**src/rtl/led_spi_master.sv**
```systemverilog
// SPI mode-3 master (CPOL=1, CPHA=1, MSB first) feeding led_spi_slave: serialises
// valid/ready command words onto chip_select/sclk/mosi and captures miso into rx_data.
module led_spi_master #(
  parameter int DATA_WIDTH = 8,
  parameter int CLK_DIV    = 2
) (
  input  logic                  clk,
  input  logic                  reset,
  input  logic [DATA_WIDTH-1:0] tx_data,
  input  logic                  tx_last,
  input  logic                  tx_valid,
  output logic                  tx_ready,
  output logic [DATA_WIDTH-1:0] rx_data,
  output logic                  rx_valid,
  output logic                  sclk,
  output logic                  chip_select,
  output logic                  mosi,
  input  logic                  miso
);

  localparam int DIV_W = (CLK_DIV > 1) ? $clog2(CLK_DIV) : 1;
  localparam int BIT_W = (DATA_WIDTH > 1) ? $clog2(DATA_WIDTH) : 1;
  localparam logic [DIV_W-1:0] DIV_LOAD = DIV_W'(CLK_DIV - 1);
  localparam logic [BIT_W-1:0] BIT_LAST = BIT_W'(DATA_WIDTH - 1);

  typedef enum logic [2:0] {
    ST_IDLE,
    ST_SETUP,
    ST_SHIFT_LO,
    ST_SHIFT_HI,
    ST_WAIT,
    ST_HOLD,
    ST_DESELECT
  } state_e;

  state_e                state_q, state_d;
  logic [DIV_W-1:0]      div_q, div_d;
  logic [BIT_W-1:0]      bit_q, bit_d;
  logic [DATA_WIDTH-1:0] tx_shift_q, tx_shift_d;
  logic [DATA_WIDTH-1:0] rx_shift_q, rx_shift_d;
  logic                  last_q, last_d;
  logic                  cs_q, cs_d;
  logic                  sclk_q, sclk_d;
  logic                  mosi_q, mosi_d;
  logic                  ready_q, ready_d;
  logic                  rx_valid_q, rx_valid_d;
  logic [DATA_WIDTH-1:0] rx_data_q, rx_data_d;

  logic                  phase_done;
  logic [DATA_WIDTH-1:0] tx_next;

  assign phase_done = (div_q == '0);
  assign tx_next    = tx_shift_q << 1;

  always_ff @(posedge clk) begin
    if (!reset) begin
      state_q    <= ST_IDLE;
      div_q      <= '0;
      bit_q      <= '0;
      tx_shift_q <= '0;
      rx_shift_q <= '0;
      last_q     <= 1'b0;
      cs_q       <= 1'b1;
      sclk_q     <= 1'b1;
      mosi_q     <= 1'b0;
      ready_q    <= 1'b0;
      rx_valid_q <= 1'b0;
      rx_data_q  <= '0;
    end else begin
      state_q    <= state_d;
      div_q      <= div_d;
      bit_q      <= bit_d;
      tx_shift_q <= tx_shift_d;
      rx_shift_q <= rx_shift_d;
      last_q     <= last_d;
      cs_q       <= cs_d;
      sclk_q     <= sclk_d;
      mosi_q     <= mosi_d;
      ready_q    <= ready_d;
      rx_valid_q <= rx_valid_d;
      rx_data_q  <= rx_data_d;
    end
  end

  always_comb begin
    state_d    = state_q;
    div_d      = div_q;
    bit_d      = bit_q;
    tx_shift_d = tx_shift_q;
    rx_shift_d = rx_shift_q;
    last_d     = last_q;
    cs_d       = cs_q;
    sclk_d     = sclk_q;
    mosi_d     = mosi_q;
    ready_d    = ready_q;
    rx_valid_d = 1'b0;
    rx_data_d  = rx_data_q;

    case (state_q)
      ST_IDLE, ST_WAIT: begin
        ready_d = 1'b1;
        if (tx_valid && ready_q) begin
          tx_shift_d = tx_data;
          last_d     = tx_last;
          cs_d       = 1'b0;
          ready_d    = 1'b0;
          bit_d      = '0;
          div_d      = DIV_LOAD;
          state_d    = ST_SETUP;
        end
      end
      ST_SETUP: begin
        if (phase_done) begin
          sclk_d  = 1'b0;
          mosi_d  = tx_shift_q[DATA_WIDTH-1];
          div_d   = DIV_LOAD;
          state_d = ST_SHIFT_LO;
        end else begin
          div_d = div_q - 1'b1;
        end
      end
      ST_SHIFT_LO: begin
        // On a closing word the final high phase doubles as the chip_select hold time.
        if (phase_done) begin
          sclk_d     = 1'b1;
          rx_shift_d = DATA_WIDTH'({rx_shift_q, miso});
          div_d      = DIV_LOAD;
          state_d    = (bit_q == BIT_LAST && last_q) ? ST_HOLD : ST_SHIFT_HI;
        end else begin
          div_d = div_q - 1'b1;
        end
      end
      ST_SHIFT_HI: begin
        if (phase_done) begin
          if (bit_q == BIT_LAST) begin
            rx_valid_d = 1'b1;
            rx_data_d  = rx_shift_q;
            ready_d    = 1'b1;
            state_d    = ST_WAIT;
          end else begin
            bit_d      = bit_q + 1'b1;
            tx_shift_d = tx_next;
            mosi_d     = tx_next[DATA_WIDTH-1];
            sclk_d     = 1'b0;
            div_d      = DIV_LOAD;
            state_d    = ST_SHIFT_LO;
          end
        end else begin
          div_d = div_q - 1'b1;
        end
      end
      ST_HOLD: begin
        if (phase_done) begin
          rx_valid_d = 1'b1;
          rx_data_d  = rx_shift_q;
          cs_d       = 1'b1;
          mosi_d     = 1'b0;
          div_d      = DIV_LOAD;
          state_d    = ST_DESELECT;
        end else begin
          div_d = div_q - 1'b1;
        end
      end
      ST_DESELECT: begin
        if (phase_done) begin
          ready_d = 1'b1;
          state_d = ST_IDLE;
        end else begin
          div_d = div_q - 1'b1;
        end
      end
      default: state_d = ST_IDLE;
    endcase
  end

  assign tx_ready    = ready_q;
  assign rx_data     = rx_data_q;
  assign rx_valid    = rx_valid_q;
  assign sclk        = sclk_q;
  assign chip_select = cs_q;
  assign mosi        = mosi_q;

endmodule

```
**config.mk**
```make
export PLATFORM = sky130hd
export DESIGN_NAME = led_spi_master
export DESIGN_NICKNAME = d
export VERILOG_FILES = /design/src/rtl/led_spi_master.sv
export SDC_FILE = /design/constraint.sdc
export NUM_CORES = 1
export LEC_CHECK = 0
export CAP_MARGIN = 30
export CORE_ASPECT_RATIO = 0.6
export CORE_MARGIN = 5
export CORE_UTILIZATION = 40
export DETAILED_ROUTE_END_ITERATION = 7
export GPL_ROUTABILITY_DRIVEN = 0
export GPL_TIMING_DRIVEN = 0
export SYNTH_ARGS = -nofsm -noshare
export SYNTH_HDL_FRONTEND = slang
export SYNTH_SLANG_ARGS = --single-unit
```
**constraint.sdc**
```tcl
create_clock -name clk -period 2.4 [get_ports clk]
set_input_delay 0.36 -clock clk [delete_from_list [all_inputs] [get_ports clk]]
set_output_delay 0.36 -clock clk [all_outputs]
set_load 0.01 [all_outputs]
```
# [After elaboration in Yosys (flattened, before gate mapping)]
# Cells that the tools add are included.
[op_classes] n_addsub=2 n_eq_ne=15 n_mux=46 bitwise=1 n_reduce_logical=22
[op_table] op="8-bit two-way mux" count=6
[op_table] op="3-bit two-way mux" count=11
[op_table] op="8-bit case mux with 2 select lines" count=2
[op_table] op="1-bit two-way mux" count=19
[op_table] op="3-bit case mux with 6 select lines" count=1
[op_table] op="2-bit != test (second input constant)" count=8
[op_table] op="3-bit == test (second input constant)" count=4
[op_table] op="4-bit AND reduction" count=3
[op_table] op="5-bit AND reduction" count=2
[op_table] op="1-bit case mux with 3 select lines" count=3
[op_table] op="3-bit nonzero test" count=3
[op_table] op="3-bit by 2-bit == test with 1-bit output (second input constant)" count=2
[op_table] op="3-bit case mux with 2 select lines" count=1
[op_table] op="2-bit AND reduction" count=3
[op_table] op="6-bit AND reduction" count=1
[op_table] op="2-bit nonzero test" count=3
[op_table] op="1-bit case mux with 2 select lines" count=2
[op_table] op="1-bit case mux with 4 select lines" count=1
[op_table] op="4-bit nonzero test" count=1
[op_table] op="3-bit by 1-bit adder with 3-bit output (second input constant)" count=1
[op_table] op="3-bit by 1-bit == test with 1-bit output (second input constant)" count=1
[op_table] op="3-bit zero test" count=1
[op_table] op="3-bit AND reduction" count=1
[op_table] op="3-bit OR reduction" count=1
[op_table] op="other kinds (4)" count=5
[word_totals] reg_bits=37 in_bits=13 out_inout_bits=13 word_cells=98

# [Longest topological paths before layout]
[depth] depth_word=5 mapped_depth=7 depth_no_buf=5

# [Least setup slack after synthesis]
# No wires, ideal clock.
[synth_path] path_kind="register to register" startpoint="register bit_q[0]" endpoint="register tx_shift_q[1]" setup_time_ns=0.079 t_arrival_ns=1.606 t_required_ns=2.321 setup_slack_ns=0.715 stages_incl_launch_ff=8 path_buffers=2 period_less_slack_ns=1.685 cell_sequence="dfxtp_1 > ha_1 > ha_1 > buf_6 > and4b_1 > buf_6 > a211o_4 > o211ai_1"
[synth_between] elab_chain_cells=3
[synth_rtl] element="start, declared" line="38" rtl="logic [BIT_W-1:0] bit_q, bit_d;"
[synth_rtl] element="start signal, assigned" line="72" rtl="bit_q <= bit_d;"
[synth_rtl] element="3-bit == test" line="135" rtl="if (bit_q == BIT_LAST) begin"
[synth_rtl] element="2-bit != test (no line)"
[synth_rtl] element="4-bit AND reduction (no line)"
[synth_rtl] element="end signal, assigned" line="73" rtl="tx_shift_q <= tx_shift_d;"
[synth_rtl] element="end, declared" line="39" rtl="logic [DATA_WIDTH-1:0] tx_shift_q, tx_shift_d;"
# Every way passes these cells.
# A chain may end at the register's enable or synchronous reset.

# [Worst setup path after layout]
[layout_path] startpoint="register bit_q[0]" endpoint="register tx_shift_q[6]"
# Same word-level chain as after synthesis.

==> impl_metrics.toml <==
[cells_and_area]
instances_no_fill = 294
nFillCells = 424
fin_area_mm2 = 0.00221
drive_gt1_frac = 0.111
antennaDiodeCount = 0
area_growth_pct = 22.6
nets = 248

[clock_tree]
tritoncts = "yes"
clock_latency_ns = 0.29
clock-sinks = 37
clk_path_buf_depth = 2
cts_root_buf = "clkbuf_8"
postCtsSetupBuffers = 0
htree_num_levels = 2
numCtsBuffers = 5
postCtsHoldBufs = 0
cts.repair.resized = 0
clk_pin_slew_ns = 0.08

[worst_setup_path]
worst-path-buf-inv = 2
crit_arrival_ns = 2.04
cp_top_family = "compound AO/OA/AOI/OAI gates"
cp-end-kind = "register"
crit_type = "reg2reg"
critPathLaunchType = "register"
required_ns = 2.61
cp_max_fo = 9
crit_chain = "ha_1 -> ha_1 -> buf_6 -> and4b_1 -> buf_6 -> a211o_4 -> o211ai_1"
slowest_delay_ns = 0.35
slowest_stage = "a211o_4"

[detailed_routing]
drtIter0Drc = 85
wl_um = 4410
drc = 0
viasPerCell = 5.40
ant_nets = 0
route.vias.total = 1589
firstDrtPassIters = 4
wire_per_inst_um = 15.0

[power_and_ir_drop]
switching_share = 0.284
switchingPower_w = 0.000375
intPower_w = 0.000947
vdd_drop_max_uv = 266
p_seq_frac = 0.505
power_density_mw_per_mm2 = 598
power_w = 0.00132
p_leak_nw = 0.805
p_clk_frac = 0.320
combinationalPowerShare = 0.174

[synthesis]
ys_ff_latch = 37
synth_fp_nets = 216
yosysSeqAreaShare = 0.410
syn_area_mm2 = 0.00181
ys_types = 48
synth-edff-count = 0
synthCells = 201
syn_area_per_cell_um2 = 8.98
synth_ff_type = "dfxtp_1"
yosysWarnings = 0
synthArstFlopShare = 0

[sta]
fin_setup_tns_ns = 0
finClkSkew_ns = 0.00714
drv_slew = 0
period_share = 0.762
setup_violations = 0
min_period_ns = 1.83
relSlewSlack = 0.540
fmax_mhz = 547
rsz0062_at_grt = "false"
hold_viol_final = 0
worst_pin_slew_ns = 0.680

[floorplan]
rows = 18
start_util = 0.426
core_region_area_mm2 = 0.00423
die_x_um = 96.7
die_h_um = 62.0
io_pins = 26
die_area_mm2 = 0.00600

[hold_path]
hold_class = "reg2reg"

[grt]
grt_pass1_wl_um = 7370
grt_use_total = 0.157
grt_antenna_before_repair = 0
grt_pass1_vias = 1506
grt_max_degree = 12
overflow = 0

[status]
outcome = "finished clean"

[flow_run]
cap_violations = 0

[place]
hpwlAfterDp_um = 3230
portBuffers = 25
post-place-cells = 286
place_area_mm2 = 0.00213
## stage by stage
stage | hold WS (ns) | util | worst slack, ns
6_report | 0.455 | 0.523 | 0.572
3_5_place_dp | 0.446 | 0.503 | 0.379
2_1_floorplan | 0.433 | - | 0.715
4_1_cts | 0.457 | 0.523 | 0.576
3_3_place_gp | 0.442 | 0.503 | 0.405
5_1_grt | 0.477 | 0.523 | 0.476
## power groups by stage
stage	combinational, W	clock [W]	sequential [W]
finish	0.000230	0.000424	0.000669
global route	0.000252	0.000465	0.000673
CTS	0.000229	0.000438	0.000668
detailed placement	0.000227	0	0.000683
global placement	0.000222	0	0.000680
floorplan	0.000149	0	0.000678
## cell type report
type	count	area, um2	area share
plain buffers	17	92.6	0.0418
clock buffers	6	72.6	0.0328
clock inverters	2	10.0	0.00452
inverters	3	11.3	0.00509
multi-input cells	144	961	0.434
flip-flops and latches	37	741	0.335
well taps	60	75.1	0.0339
repair buffers	25	250	0.113
## flip-flops by register name, summed over array words and instances (netlist names)
signal and flops:
rx_data 8, rx_valid 1, bit_q 3, last_q 1
rx_shift_q 8, tx_ready 1, tx_shift_q 8, div_q 1
state_q 3, sclk 1, chip_select 1, mosi 1
## worst register-to-register path, stage by stage, from the launching register on
cell	delay [ns]
dfxtp_1	0.33
ha_1	0.20
ha_1	0.18
buf_6	0.14
and4b_1	0.22
buf_6	0.14
a211o_4	0.35
o211ai_1	0.19
## cell families (layout without fill, tap and decap cells)
kind of cell | count (synthesis) | after routing | share of synthesized area
compound gates | 44 | 44 | 0.182
fa+ha+maj | 2 | 2 | 0.0139
buf+inv | 20 | 53 | 0.0575
flops | 37 | 37 | 0.410
mux | 16 | 16 | 0.0894
simple gates | 82 | 82 | 0.247
## placed cells by master, fill, tap and decap left out, types with 2 or more instances in the layout
cell,netlist,final
a211oi_1,2,2
a21o_1,2,2
a21oi_1,14,14
a32o_1,3,3
and3_1,2,2
buf_2,5,5
buf_4,2,2
buf_6,2,2
clkbuf_1,8,9
clkbuf_8,0,5
clkdlybuf4s50_1,0,25
clkinv_2,0,2
dfxtp_1,37,37
ha_1,2,2
inv_1,2,2
mux2i_1,15,15
nand2_1,39,39
nand2b_1,3,3
nand3_1,9,9
nand3b_1,4,4
nand4_1,7,7
nand4bb_1,2,2
nor2_1,3,3
nor2b_1,2,2
o211ai_1,7,7
o21ai_0,4,4
## synthesized netlist by cell type, types with 2 or more instances
cell type / count / area [um2]
ha_1: 2 / 25.0
nand2b_1: 3 / 18.8
inv_1: 2 / 7.51
mux2i_1: 15 / 150
nor2_1: 3 / 11.3
nand4bb_1: 2 / 22.5
o21ai_0: 4 / 20.0
a21o_1: 2 / 15.0
dfxtp_1: 37 / 741
nand4_1: 7 / 43.8
nand3_1: 9 / 45.0
a211oi_1: 2 / 15.0
o211ai_1: 7 / 52.6
a32o_1: 3 / 30.0
clkbuf_1: 8 / 30.0
and3_1: 2 / 12.5
nor2b_1: 2 / 12.5
buf_6: 2 / 22.5
a21oi_1: 14 / 70.1
nand2_1: 39 / 146
buf_4: 2 / 15.0
buf_2: 5 / 25.0
nand3b_1: 4 / 30.0
## worst paths after layout
kind / from / endpoint / slack, ns / cells past startpoint
worst max register to register: bit_q[0] / tx_shift_q[6] / 0.57 / 7
worst min-delay path: last_q / last_q / 0.45 / 2
worst min register to register: last_q / last_q / 0.45 / 2
worst max-delay path: bit_q[0] / tx_shift_q[6] / 0.57 / 7
## metal layers
metal	part of all wire	global-route usage	wire, um	vias to the layer above
met4	0.016	0.0600	72	0
met1	0.50	0.215	2180	747
met2	0.42	0.238	1840	43
li1	-	-	-	789
met3	0.072	0.0457	317	10
met5	0	0	0	-
(Power assumes the default switching activity.)
